[config.mk]
export PLATFORM = sky130hd
export DESIGN_NAME = irq_pending_ctrl_flat
export DESIGN_NICKNAME = d
export VERILOG_FILES = /design/src/rtl/irq_pkg.sv /design/src/rtl/irq_pending_ctrl_if.sv /design/src/rtl/irq_prio_sel.sv /design/src/rtl/irq_pending_ctrl.sv /design/src/flat_wrapper.sv
export SDC_FILE = /design/constraint.sdc
export NUM_CORES = 1
export LEC_CHECK = 0
export ABC_CLOCK_PERIOD_IN_PS = 2600
export CORE_ASPECT_RATIO = 1.1
export CORE_UTILIZATION = 50
export CTS_CLUSTER_SIZE = 10
export DETAILED_ROUTE_END_ITERATION = 8
export GPL_ROUTABILITY_DRIVEN = 1
export PLACE_DENSITY = 0.78
export SETUP_SLACK_MARGIN = 0.15
export SYNTH_ARGS = -nofsm -noshare
export SYNTH_HDL_FRONTEND = slang
export SYNTH_SLANG_ARGS = --single-unit
[constraint.sdc]
create_clock -name clk -period 2.6 [get_ports clk]
set_clock_uncertainty 0.2 [all_clocks]
set_input_delay 0.78 -clock clk [delete_from_list [all_inputs] [get_ports clk]]
set_output_delay 0.78 -clock clk [all_outputs]
set_load 0.01 [all_outputs]
[src/rtl/irq_pkg.sv]
// Shared constants and types for the interrupt pending front-end.
package irq_pkg;

    localparam int N_IRQ = 8;
    localparam int ID_W  = 3;

    localparam int EDGE  = 1;
    localparam int LEVEL = 0;

    typedef enum logic {
        IDLE    = 1'b0,
        PRESENT = 1'b1
    } state_t;

    function automatic logic [N_IRQ-1:0] id_to_mask(input logic [ID_W-1:0] id);
        return N_IRQ'(1) << id;
    endfunction

endpackage

[src/rtl/irq_pending_ctrl_if.sv]
// Vector handshake between the interrupt front-end (master) and its consumer (slave).
interface irq_pending_ctrl_if;
    import irq_pkg::*;

    logic            irq_valid;
    logic [ID_W-1:0] irq_id;
    logic            irq_ready;

    modport master (output irq_valid, output irq_id, input irq_ready);
    modport slave  (input irq_valid, input irq_id, output irq_ready);

endinterface

[src/rtl/irq_prio_sel.sv]
// 8-to-3 priority select: highest set index wins, id is 0 when nothing is set.
module irq_prio_sel
    import irq_pkg::*;
(
    input  logic [N_IRQ-1:0] req_i,
    output logic [ID_W-1:0]  id_o,
    output logic             any_o
);

    always_comb begin
        id_o  = '0;
        any_o = |req_i;
        for (int i = 0; i < N_IRQ; i++) begin
            if (req_i[i]) id_o = ID_W'(i);
        end
    end

endmodule

[src/rtl/irq_pending_ctrl.sv]
// Interrupt front-end: synchronise raw lines, capture into pending, present the
// highest unmasked pending index on a valid/ready handshake.
//
//   state   | meaning
//   --------+-----------------------------------------------------------
//   IDLE    | no vector presented; waiting for an unmasked pending bit
//   PRESENT | irq_id/irq_valid frozen until the consumer accepts
module irq_pending_ctrl
    import irq_pkg::*;
#(
    parameter int SYNC_STAGES = 2,
    parameter int EDGE_MODE   = EDGE
) (
    input  logic                 clk,
    input  logic                 rst_n,
    input  logic [N_IRQ-1:0]     irq_in,
    input  logic [N_IRQ-1:0]     mask,
    input  logic                 clear_all,
    irq_pending_ctrl_if.master   irq_bus,
    output logic [N_IRQ-1:0]     pending
);

    logic [N_IRQ-1:0] sync;
    logic [N_IRQ-1:0] sync_d_q;
    logic [N_IRQ-1:0] pending_q, pending_d;
    logic [N_IRQ-1:0] set, clr, masked;
    logic [ID_W-1:0]  sel_id;
    logic             sel_any;
    logic             handshake;
    state_t           state_q;
    logic             valid_q;
    logic [ID_W-1:0]  id_q;

    for (genvar i = 0; i < N_IRQ; i++) begin : g_sync
        logic [SYNC_STAGES-1:0] chain_q;

        always_ff @(posedge clk or negedge rst_n) begin
            if (!rst_n) chain_q <= '0;
            else        chain_q <= {chain_q[SYNC_STAGES-2:0], irq_in[i]};
        end

        assign sync[i] = chain_q[SYNC_STAGES-1];
    end

    always_ff @(posedge clk or negedge rst_n) begin
        if (!rst_n) sync_d_q <= '0;
        else        sync_d_q <= sync;
    end

    assign set       = (EDGE_MODE == EDGE) ? (sync & ~sync_d_q) : sync;
    assign handshake = (state_q == PRESENT) && irq_bus.irq_ready;
    assign clr       = handshake ? id_to_mask(id_q) : '0;

    // A line that re-fires on the very edge it is serviced must not be lost.
    always_comb begin
        pending_d = (pending_q | set) & ~(clr & ~set);
        if (clear_all) pending_d = '0;
    end

    always_ff @(posedge clk or negedge rst_n) begin
        if (!rst_n) pending_q <= '0;
        else        pending_q <= pending_d;
    end

    assign masked = pending_q & mask;

    irq_prio_sel u_prio_sel (
        .req_i (masked),
        .id_o  (sel_id),
        .any_o (sel_any)
    );

    always_ff @(posedge clk or negedge rst_n) begin
        if (!rst_n) begin
            state_q <= IDLE;
            valid_q <= 1'b0;
            id_q    <= '0;
        end else if (clear_all) begin
            state_q <= IDLE;
            valid_q <= 1'b0;
        end else begin
            case (state_q)
                IDLE: begin
                    if (sel_any) begin
                        state_q <= PRESENT;
                        valid_q <= 1'b1;
                        id_q    <= sel_id;
                    end
                end
                PRESENT: begin
                    if (irq_bus.irq_ready) begin
                        state_q <= IDLE;
                        valid_q <= 1'b0;
                    end
                end
                default: begin
                    state_q <= IDLE;
                    valid_q <= 1'b0;
                end
            endcase
        end
    end

    assign irq_bus.irq_valid = valid_q;
    assign irq_bus.irq_id    = id_q;
    assign pending           = pending_q;

endmodule

[src/flat_wrapper.sv]
// flat-port wrapper written by rule: the top's interface ports become plain ports
module irq_pending_ctrl_flat import irq_pkg::*;
#(
    parameter int SYNC_STAGES = 2,
    parameter int EDGE_MODE   = EDGE
)
  (clk, rst_n, irq_in, mask, clear_all, pending, irq_bus_irq_valid, irq_bus_irq_id, irq_bus_irq_ready);
  irq_pending_ctrl_if irq_bus_i ();
  input  logic clk;
  input  logic rst_n;
  input  logic [N_IRQ-1:0] irq_in;
  input  logic [N_IRQ-1:0] mask;
  input  logic clear_all;
  output logic [N_IRQ-1:0] pending;
  output wire logic [$bits(irq_bus_i.irq_valid)-1:0] irq_bus_irq_valid;
  output wire logic [$bits(irq_bus_i.irq_id)-1:0] irq_bus_irq_id;
  input wire logic [$bits(irq_bus_i.irq_ready)-1:0] irq_bus_irq_ready;
  assign irq_bus_irq_valid = irq_bus_i.irq_valid;
  assign irq_bus_irq_id = irq_bus_i.irq_id;
  assign irq_bus_i.irq_ready = irq_bus_irq_ready;
  irq_pending_ctrl #(.SYNC_STAGES(SYNC_STAGES), .EDGE_MODE(EDGE_MODE)) u_core (.clk(clk), .rst_n(rst_n), .irq_in(irq_in), .mask(mask), .clear_all(clear_all), .irq_bus(irq_bus_i), .pending(pending));
endmodule
==> impl_metrics.csv <==
group,metric,value,unit
run_status,status,"complete, no violations",
yosys,synth_top_area_share,71.15,%
yosys,syn_inst,94,
yosys,ys_warn_count,0,
power_and_ir_drop,ir_worst_vdd,0.0005252,V
yosys,synth-async-reset-ratio,100.0,%
timing,finalSetupTns,0,ns
clock_network,cts.repair.resized,0,
yosys,synth_area_per_cell,13.84,sq um
setup_path,crit_path_start,"u_core.irq_bus.irq_id[0]",
power_and_ir_drop,p_per_area,675.9,mW/mm^2
clock_network,ctsHoldBuffers,0,
route,routed_wl,2.382,mm
setup_path,worstReg2RegEnd,"u_core.irq_bus.irq_id[0]",
setup_path,path_max_fanout,7,
clock_network,clock-sinks,37,
power_and_ir_drop,p_total,1158,uW
yosys,synth.net_count,114,
cells_and_area,fillers,192,
floorplanning,ios,32,
timing,slew_viol_final,0,
route,drc,0,
setup_path,cp.required,1.62,ns
global_routing,overflow,0,
yosys,synth_area_leaders,"dfrtp_1 71%, nand2b_1 5.8%, a21oi_1 3.1%, o21ai_0 2.7%, mux2_4 2.3%",
setup_path,cp-end-kind,"primary output",
yosys,synthMostInstantiatedCell,"dfrtp_1",
clock_network,cts-root-buf,"clkbuf_4",
global_routing,met2_usage,31.05,%
setup_path,crit_chain,"clkdlybuf4s50_1",
yosys,synth_enable_flop_cells,0,
timing,final-setup-viol-count,0,
route,ant_nets,0,
setup_path,r2r_slack,0.99,ns
route,vias,884,
global_routing,met3_usage,7.713,%
yosys,synth_top_area_cell,"dfrtp_1",
place,io_buffers,31,
cells_and_area,final_core_util,69.28,%
floorplanning,start_util,52.63,%
yosys,yosysSeqAreaShare,71.15,%
job,max_cap_viol_count,0,
floorplanning,dieArea,0.002811,sq mm
setup_path,crit_type,"reg -> out",
global_routing,grt_pass1_vias,917,
timing,setup_ws,0.2239,ns
min_path,hp-class,"reg -> reg",
global_routing,grt_pass1_wl,4.043,mm
global_routing,grtUsageTotal,20.36,%
setup_path,cpMaxStageDelayCell,"clkdlybuf4s50_1",
timing,fmax,420.8,MHz
floorplanning,die_h,55.51,microns
yosys,ys_seq_elements,37,
yosys,synth_ff_type,"dfrtp_1",
cells_and_area,antenna-diode-count,0,
route,vias_per_cell,5.358,
route,dr.pass1.iters,5,
global_routing,busiest_layer,"met2",
clock_network,cts_inserted_buffers,5,
cells_and_area,final_cells,165,
route,wl_per_cell,14.44,microns
timing,tightest_slew,0.4404,ns
setup_path,cpPeakStageDelay,0.58,ns
place,dp_cells,157,
global_routing,grt_max_degree,38,
setup_path,reg2regPathDepth,4,
global_routing,gr-usage-met1,23.95,%
setup_path,cp.arrival,1.40,ns
setup_path,crit_path_end,"irq_bus_irq_id[0]",
timing,min_period,2.376,ns
setup_path,r2r_start,"u_core.pending[2]",
clock_network,cts_tree,"built",
place,dpl.hpwl,1.686,mm
clock_network,insertion_delay,0.32,ns
yosys,synthesis.area,0.001301,sq mm
setup_path,cp.depth,1,
place,gp_congestion,0.8537,
global_routing,antenna_found_initial,0,
floorplanning,std_cell_rows,19,
route,drt_iter0_drc,19,
timing,hold_viol,0,
clock_network,path_clk_slew,0.10,ns
floorplanning,core_area,0.002472,sq mm
place,post-place-ws,0.2136,ns
cells_and_area,area_growth,31.63,%
yosys,synth_common_cells,"37 x dfrtp_1, 12 x nand2b_1, 8 x a21oi_1, 8 x nand2_1, 7 x o21ai_0",
setup_path,critPathBufInv,1,
cells_and_area,drive_above_1_share,11.94,%
clock_network,cts_setup_buffers,0,
clock_network,cts.path.max_buffers,2,
clock_network,cts_htree_levels,2,
floorplanning,die_x,50.64,microns
timing,grt_setup_unrepaired,"no",
timing,slew_headroom,70.64,%
yosys,synth_cell_type_count,20,
setup_path,cp-start-kind,"flip-flop",
power_and_ir_drop,leakage,0.0007483,uW
timing,fin_crit_sh,91.39,%
setup_path,crit_family,"buffers and inverters",
cells_and_area,final_net_count,153,
## cell usage in the layout, fill, tap and decap left out, drive strengths merged
| cell type | count |
|---|---|
| dfrtp | 37 |
| clkdlybuf4s50 | 31 |
| nand2b | 12 |
| a21oi | 8 |
| nand2 | 8 |
| o21ai | 7 |
| clkbuf | 6 |
| a22oi | 4 |
| nor2 | 3 |
| o31ai | 2 |
| a211oi | 2 |
| a32oi | 2 |
| mux2 | 2 |
| clkinv | 2 |
| buf | 2 |
| nand3 | 1 |
| nand3b | 1 |
| nand4 | 1 |
| a21boi | 1 |
| a21o | 1 |
| and2 | 1 |
## cell type report
cell class / instances / area [sq um] / share of cell area, %
Clock inverter: 2 / 10.01 / 0.5844
Tap cell: 31 / 38.79 / 2.264
Timing Repair Buffer: 33 / 325.3 / 18.99
Multi-Input combinational cell: 56 / 371.6 / 21.69
Clock buffer: 6 / 41.29 / 2.411
Sequential cell: 37 / 925.9 / 54.05
## report_power, final
group | total (uW) | switching, uW | internal (uW)
Clock | 272 | 169 | 103
Sequential | 676 | 52.7 | 623
Combinational | 210 | 82.8 | 127
Total | 1160 | 304 | 853
## sequential cells by signal, indices dropped and copies added, names as in the netlist
signal / count
u_core.g_sync.chain_q: 16
u_core.pending: 8
u_core.sync_d_q: 8
u_core.irq_bus.irq_id: 3
u_core.irq_bus.irq_valid: 1
u_core.state_q: 1
## routing by layer
layer / share of wire (%) / wire, microns / vias to the layer above
met1: 43 / 1016 / 427
met5: 0 / 0 / -
met2: 49 / 1170 / 44
li1: - / - / 409
met4: 1.8 / 43 / 0
met3: 6.4 / 152 / 4
## stage by stage
step,hold slack (ns),area (sq um)
4_1_cts,0.1593,1713
2_1_floorplan,0.1312,1301
3_3_place_gp,0.1329,1662
3_5_place_dp,0.1347,1662
6_report,0.1562,1713
5_1_grt,0.1689,1713
## logic make-up (layout without fill, tap and decap cells)
logic type	Yosys count	count (layout)	synth area share (%)
flops	37	37	71.15
compound gates	27	27	14.71
simple gates	27	27	11.54
mux	2	2	2.308
buf+inv	1	41	0.2882
## worst min-delay path by stage
stage | cells after the start | start | to | slack (ns)
global placement | 0 | u_core.g_sync[5].chain_q[0] | u_core.g_sync[5].chain_q[1] | 0.13
detailed placement | 0 | u_core.g_sync[1].chain_q[0] | u_core.g_sync[1].chain_q[1] | 0.13
CTS | 0 | u_core.g_sync[1].chain_q[0] | u_core.g_sync[1].chain_q[1] | 0.16
finish | 0 | u_core.g_sync[1].chain_q[0] | u_core.g_sync[1].chain_q[1] | 0.16
floorplan | 0 | u_core.g_sync[0].chain_q[0] | u_core.g_sync[0].chain_q[1] | 0.13
global route | 0 | u_core.g_sync[5].chain_q[0] | u_core.g_sync[5].chain_q[1] | 0.17
No activity file was read; power rests on OpenSTA's default activity.
